===== src/rtl/counter_updown_mod.sv =====
// Modulo-MOD up/down counter with synchronous clear, parallel load, wrap or
// saturate at the range limits, a combinational terminal count for cascading,
// and registered one-cycle wrap/err pulses.
module counter_updown_mod #(
    parameter int              WIDTH    = 4,
    parameter longint unsigned MOD      = 10,
    parameter bit              SATURATE = 1'b0
) (
    input  logic             clk,
    input  logic             reset_n,
    input  logic             clr,
    input  logic             load,
    input  logic [WIDTH-1:0] load_val,
    input  logic             en,
    input  logic             up_dn,
    output logic [WIDTH-1:0] count,
    output logic             tc,
    output logic             wrap,
    output logic             err
);

    // The modulus may equal 2**WIDTH, so it is kept 64-bit and only the
    // top count value is narrowed to the register width.
    localparam logic [WIDTH-1:0] MAX_VAL = WIDTH'(MOD - 64'd1);

    logic             at_max;
    logic             at_zero;
    logic             load_ok;
    logic [WIDTH-1:0] next_count;
    logic             next_wrap;
    logic             next_err;

    assign at_max  = (count == MAX_VAL);
    assign at_zero = (count == '0);
    assign load_ok = (64'(load_val) < MOD);

    // Unregistered so a downstream stage can use it as its enable on the same edge.
    assign tc = en & ((up_dn & at_max) | (~up_dn & at_zero));

    always_comb begin
        next_count = count;
        next_wrap  = 1'b0;
        next_err   = 1'b0;
        if (clr) begin
            next_count = '0;
        end else if (load) begin
            if (load_ok) begin
                next_count = load_val;
            end else begin
                next_count = MAX_VAL;
                next_err   = 1'b1;
            end
        end else if (en) begin
            if (up_dn) begin
                if (!at_max) begin
                    next_count = count + WIDTH'(1);
                end else if (!SATURATE) begin
                    next_count = '0;
                    next_wrap  = 1'b1;
                end
            end else begin
                if (!at_zero) begin
                    next_count = count - WIDTH'(1);
                end else if (!SATURATE) begin
                    next_count = MAX_VAL;
                    next_wrap  = 1'b1;
                end
            end
        end
    end

    always_ff @(posedge clk or negedge reset_n) begin
        if (!reset_n) begin
            count <= '0;
            wrap  <= 1'b0;
            err   <= 1'b0;
        end else begin
            count <= next_count;
            wrap  <= next_wrap;
            err   <= next_err;
        end
    end

endmodule


===== config.mk =====
export PLATFORM = sky130hd
export DESIGN_NAME = counter_updown_mod
export DESIGN_NICKNAME = d
export VERILOG_FILES = /design/src/rtl/counter_updown_mod.sv
export SDC_FILE = /design/constraint.sdc
export NUM_CORES = 1
export LEC_CHECK = 0
export BUFFER_PORTS_ARGS = -buffer_cell sky130_fd_sc_hd__clkbuf_2
export CORE_AREA = 2 2 39 41
export CTS_CLUSTER_DIAMETER = 120
export CTS_CLUSTER_SIZE = 16
export DETAILED_ROUTE_END_ITERATION = 8
export DIE_AREA = 0 0 41 43
export PLACE_DENSITY_LB_ADDON = 0.12
export SLEW_MARGIN = 20
export SYNTH_ARGS = -nofsm -noshare
export SYNTH_HDL_FRONTEND = slang
export SYNTH_SLANG_ARGS = --single-unit

===== constraint.sdc =====
create_clock -name clk -period 1.5 [get_ports clk]
set_clock_uncertainty 0.1 [all_clocks]
set_input_delay 0.15 -clock clk [delete_from_list [all_inputs] [get_ports clk]]
set_output_delay 0.15 -clock clk [all_outputs]
set_load 0.1 [all_outputs]

==> flow_summary_export.csv, run 1 <==
group,metric,value,unit
die,die_h,43,um
timing,post-route-period-util,113,%
yosys,synth_ff_type,"dfrtp_1",
grt,grt_pass1_wl,2.14,mm
yosys,yosysWarnings,0,
routing,ant_nets,0,
critical_path,start_kind,"register",
grt,grt_overflow,0,
routing,drt-pass1-iter-count,4,
clocking,htree_levels,1,
yosys,synthDistinctLibCells,29,
routing,vias_per_cell,5.26,
yosys,synth_top_area_cell,"dfrtp_1",
timing,max_freq,592,MHz
clocking,path_clk_slew,0.04,ns
power,power_density,858,nW/um^2
grt,grt_max_degree,13,
timing,hold_viol_final,0,
placement,routabilityCongestion,0.734,
timing,relSlewSlack,64.2,%
layout,finalNetCount,91,
placement,dp_cells,89,
timing,setup_tns,-0.320,ns
grt,antenna_found_initial,0,
layout,fin_cells,96,
layout,area_growth,61.6,%
critical_path,critPathRequiredTime,1.25,ns
routing,first_iter_violations,3,
yosys,synth-seq-cells,6,
grt,grt_pass1_vias,469,
die,die_area,1760,sq um
yosys,yosys-top-cells-area,"dfrtp_1, a21oi_1, buf_4, a31oi_1, nand4b_1",
critical_path,critPathCaptureType,"output port",
clocking,clock_sinks,6,
die,io_pins,17,
layout,insertedDiodeCount,0,
layout,multi_input_area,293,sq um
layout,fin_util,54.1,%
routing,drc_errors,0,
die,start_util,33.5,%
yosys,ys_async_sr_fraction,100,%
power,power.leakage,0.323,nW
placement,hpwl,902,um
timing,finalSetupViolations,2,
layout,register_area,163,sq um
flow_run,max_cap_violations,0,
critical_path,arrival,1.44,ns
die,num_rows,14,
timing,report.final.slew_viol_count,0,
worst_hold_path,hold_path_class,"input pin to register",
grt,track_usage,17.8,%
yosys,syn_area,463,sq um
yosys,synth_nets,65,
status,violations,"setup timing",
yosys,synth_cells,55,
placement,port_buffers,16,
routing,routed_wl,1.26,mm
timing,tightest_slew,0.539,ns
clocking,clock-root-buffer,"clkbuf_4",
yosys,ys_seq_area_share,32.4,%
timing,worst_slack,-0.190,ns
clocking,numCtsBuffers,3,
power,ir_drop,0.546,mV
yosys,synth_top_area_share,32.4,%
critical_path,worstSetupPathType,"register to output port",
layout,fillCellCount,129,
layout,layout-drive-gt1-share,47.5,%
routing,routedWlPerCell,13.1,um
clocking,cts_tree,"yes",
clocking,clock_latency,0.26,ns
die,die_x,41,um
critical_path,cp_max_fo,2,
status,outcome,"finished, violations left",
timing,hold_slack,0.0377,ns
clocking,clockBufferDepth,2,
yosys,avgSynthCellArea,8.42,sq um
timing,min_period,1.69,ns
timing,rsz0062_at_grt,"yes",
yosys,synth_edf_count,0,
die,coreArea,1380,sq um
routing,vias,505,
report_power, final:
part	leakage, nW	internal, W	total, W	switching, W
Combinational	0.234	0.000113	0.000287	0.000174
Sequential	0.0739	0.000176	0.000184	0.00000755
Clock	0.0150	0.000101	0.000171	0.0000695
worst paths after layout:
check	slack, ns	endpoint	from	depth (start not counted)
min	0.04	count[0]	load_val[0]	3
max reg2reg	-0.13	count[2]	count[0]	4
min in group asynchronous	0.16	count[1]	reset_n	2
max in group asynchronous	0.96	count[0]	reset_n	2
max	-0.19	tc	count[0]	3
min reg2reg	0.55	count[2]	count[2]	2
synth_stat cells, types with 2 or more instances:
library cell  number
a21oi_1            6
dfrtp_1            6
buf_4              4
inv_1              4
a31oi_1            3
nand3_1            3
nand2_1            2
nand4b_1           2
nor2_1             2
nor3b_1            2
o21ai_0            2
xor2_1             2
final cells by class:
| class | instances | share of cell area [%] |
|---|---|---|
| Clock buffer | 4 | 3.51 |
| Multi-Input combinational cell | 39 | 39.1 |
| Inverter | 5 | 2.51 |
| Tap cell | 16 | 2.68 |
| Sequential cell | 6 | 21.7 |
| Timing Repair Buffer | 26 | 30.4 |
logic make-up (layout without fill, tap and decap cells):
| logic type | count (synthesis) | after routing | share of synthesized area (%) |
|---|---|---|---|
| flops | 6 | 6 | 32.4 |
| simple gates | 17 | 17 | 22.2 |
| xor+xnor | 3 | 3 | 5.68 |
| buf+inv | 10 | 35 | 13.0 |
| compound gates | 19 | 19 | 26.8 |
layer usage:
layer / part of all wire, % / track usage, % / routed length [um]
met5: 0 / 0 / 0
met4: 1.4 / 8.00 / 18
met3: 2.8 / 1.57 / 35
met2: 53 / 27.2 / 671
met1: 42 / 24.3 / 530
cell usage in the layout, fill, tap and decap left out, types with 2 or more instances in the layout:
master / n
buf_12: 4
a21oi_1: 5
a31oi_1: 3
nand2_1: 2
dfrtp_1: 2
nor2_1: 2
xor2_1: 2
inv_1: 4
clkbuf_2: 11
o21ai_0: 2
nand3_1: 2
dfrtp_4: 3
buf_6: 2
clkbuf_4: 3
buf_4: 8
nand4b_1: 2
sequential cells by signal, summed over array words and instances, names as in the netlist:
name / cells
err: 1
count: 4
wrap: 1
repair_timing:
action | CTS | global route
setup buffers | 2 | 0
pin swaps | 2 | 4
hold buffers | 1 | 0
gates cloned | 0 | 0
resized for setup | 1 | 4
endpoints found under the setup margin | 2 | 4
hold endpoints to repair | 6 | 0
worst max-delay path: stages (launching register included):
cell and delay, ns:
dfrtp_4 0.47, or3_4 0.38, a21oi_4 0.16, buf_12 0.19
metrics by stage:
step / instance area [sq um] / setup WS [ns] / power, W
3_3_place_gp: 669 / -0.0180 / 0.000452
6_report: 748 / -0.190 / 0.000642
2_1_floorplan: 503 / -0.701 / 0.000368
5_1_grt: 748 / -0.225 / 0.000676
3_5_place_dp: 669 / -0.0150 / 0.000452
4_1_cts: 727 / -0.225 / 0.000637
No activity file was read; power rests on OpenSTA's default activity.
==> run 2, diff against run 1 <==
- SKIP_LAST_GASP: default -> 1
==> flow_summary_export.csv, run 2 (synthesis gave the netlist of run 1 again) <==
group,metric,value,unit
power,p_switching,0.000246,W
placement,hpwl,902,um
grt,grt_pass1_vias,456,
grt,use_met3,1.57,%
grt,grt_pass1_wl,2.07,mm
critical_path,cp_max_fo,2,
timing,setup_tns,-0.364,ns
clocking,clock-root-buffer,"clkbuf_4",
timing,min_period,1.69,ns
grt,grt_overflow,0,
power,power.share.clock,27.2,%
clocking,path_clk_slew,0.04,ns
timing,max_freq,592,MHz
timing,relSlewSlack,64.2,%
worst_hold_path,hold_path_class,"input pin to register",
die,die_h,43,um
routing,routedWlPerCell,12.7,um
layout,fin_cells,96,
critical_path,worstSetupPathType,"register to output port",
die,start_util,33.5,%
power,power.internal,0.000386,W
die,num_rows,14,
routing,drc_errors,0,
die,io_pins,17,
grt,grt_max_degree,13,
layout,area_growth,56.5,%
layout,largest_reg_flops,4,
power,seqPwrFrac,29.1,%
timing,report.final.slew_viol_count,0,
power,p_comb_share,43.7,%
grt,antenna_found_initial,0,
status,violations,"setup timing",
critical_path,critPathRequiredTime,1.25,ns
grt,use_met2,25.9,%
clocking,cts_tree,"yes",
placement,dp_cells,89,
critical_path,arrival,1.44,ns
die,coreArea,1380,sq um
critical_path,crit_slowest_cell,"dfrtp_4",
power,ir_drop,0.538,mV
power,swShare,38.9,%
routing,first_iter_violations,5,
routing,drt-pass1-iter-count,4,
critical_path,start_kind,"register",
clocking,clock_sinks,6,
layout,largest_register,"count",
critical_path,max_stage_delay,0.47,ns
grt,track_usage,17.1,%
critical_path,crit_chain,"or3_4 > a21oi_4 > buf_12",
die,die_area,1760,sq um
clocking,clockBufferDepth,2,
timing,tightest_slew,0.539,ns
critical_path,critPathCaptureType,"output port",
layout,final_cell_mix,"clkbuf_2, buf_4, a21oi_1, inv_1, buf_12",
grt,grt.busiest_layer,"met2",
layout,insertedDiodeCount,0,
layout,top_regs,"count (4), err (1), wrap (1)",
routing,ant_nets,0,
clocking,numCtsBuffers,3,
grt,use_met1,23.3,%
power,power_density,873,nW/um^2
clocking,htree_levels,1,
power,power.leakage,0.319,nW
routing,routed_wl,1.22,mm
routing,vias_per_cell,5.32,
timing,finalSetupViolations,3,
routing,vias,511,
clocking,clock_latency,0.26,ns
status,outcome,"finished, violations left",
layout,finalNetCount,91,
placement,routabilityCongestion,0.734,
timing,rsz0062_at_grt,"yes",
die,die_x,41,um
timing,worst_slack,-0.190,ns
placement,port_buffers,16,
timing,post-route-period-util,113,%
flow_run,max_cap_violations,0,
layout,layout-drive-gt1-share,45.0,%
timing,hold_viol_final,0,
layout,final_common_cell,"clkbuf_2",
==> run 2: cell counts in the layout (fill, tap and decap cells not counted) <==
No cell type changed its count.
==> run 2: what timing repair did <==
action	CTS	global route
hold buffers	1	0
endpoints found under the setup margin	2	4
hold endpoints to repair	6	0
resized for setup	0	1
pin swaps	2	2
setup buffers	2	0
==> run 2: cell type report <==
type / count / area [sq um]
Clock buffer: 4 / 26.3
Multi-Input combinational cell: 39 / 273
Inverter: 5 / 18.8
Tap cell: 16 / 20.0
Sequential cell: 6 / 163
Fill cell: 132 / 659
Timing Repair Buffer: 26 / 224
==> run 2: final timing paths <==
kind / start / to / slack [ns] / cells past startpoint
worst max-delay path: count[0] / tc / -0.19 / 3
worst min-delay path: load_val[0] / count[0] / 0.04 / 3
worst max register to register: count[0] / count[2] / -0.12 / 4
worst min register to register: count[2] / count[2] / 0.55 / 2
max in group asynchronous: reset_n / count[0] / 0.96 / 2
min in group asynchronous: reset_n / count[1] / 0.16 / 2
==> run 2: metrics by stage <==
step                      setup WS (ns)  cell area (sq um)  power, W  utilization, %  hold WS (ns)
after floorplan                  -0.701                503  0.000368               -        -0.246
after global placement          -0.0180                669  0.000452            48.4        -0.119
after detailed placement        -0.0150                669  0.000452            48.4        -0.117
after CTS                        -0.225                721  0.000635            52.1        0.0329
after global routing             -0.225                724  0.000665            52.4        0.0599
final                            -0.190                724  0.000632            52.4        0.0377
==> run 2: power groups by stage <==
stage                     clock, W  combinational (W)  sequential, W
after detailed placement         0           0.000262       0.000190
after global routing      0.000187           0.000294       0.000185
after CTS                 0.000175           0.000276       0.000183
after global placement           0           0.000262       0.000190
after floorplan                  0           0.000109       0.000258
final                     0.000172           0.000277       0.000184
==> run 2: layer usage <==
layer | routed length, um | vias to the layer above | share of wire (%)
li1 | - | 256 | -
met1 | 550 | 240 | 45
met2 | 624 | 13 | 51
met3 | 28 | 2 | 2.3
met4 | 18 | 0 | 1.5
met5 | 0 | - | 0
==> run 2: critical path: cells and delay by family (launching register included) <==
| family | cells | cell delay, ns |
|---|---|---|
| DFF | 1 | 0.47 |
| and+or+nand+nor | 1 | 0.38 |
| buffers and inverters | 1 | 0.19 |
| AOI/OAI and AO/OA | 1 | 0.16 |
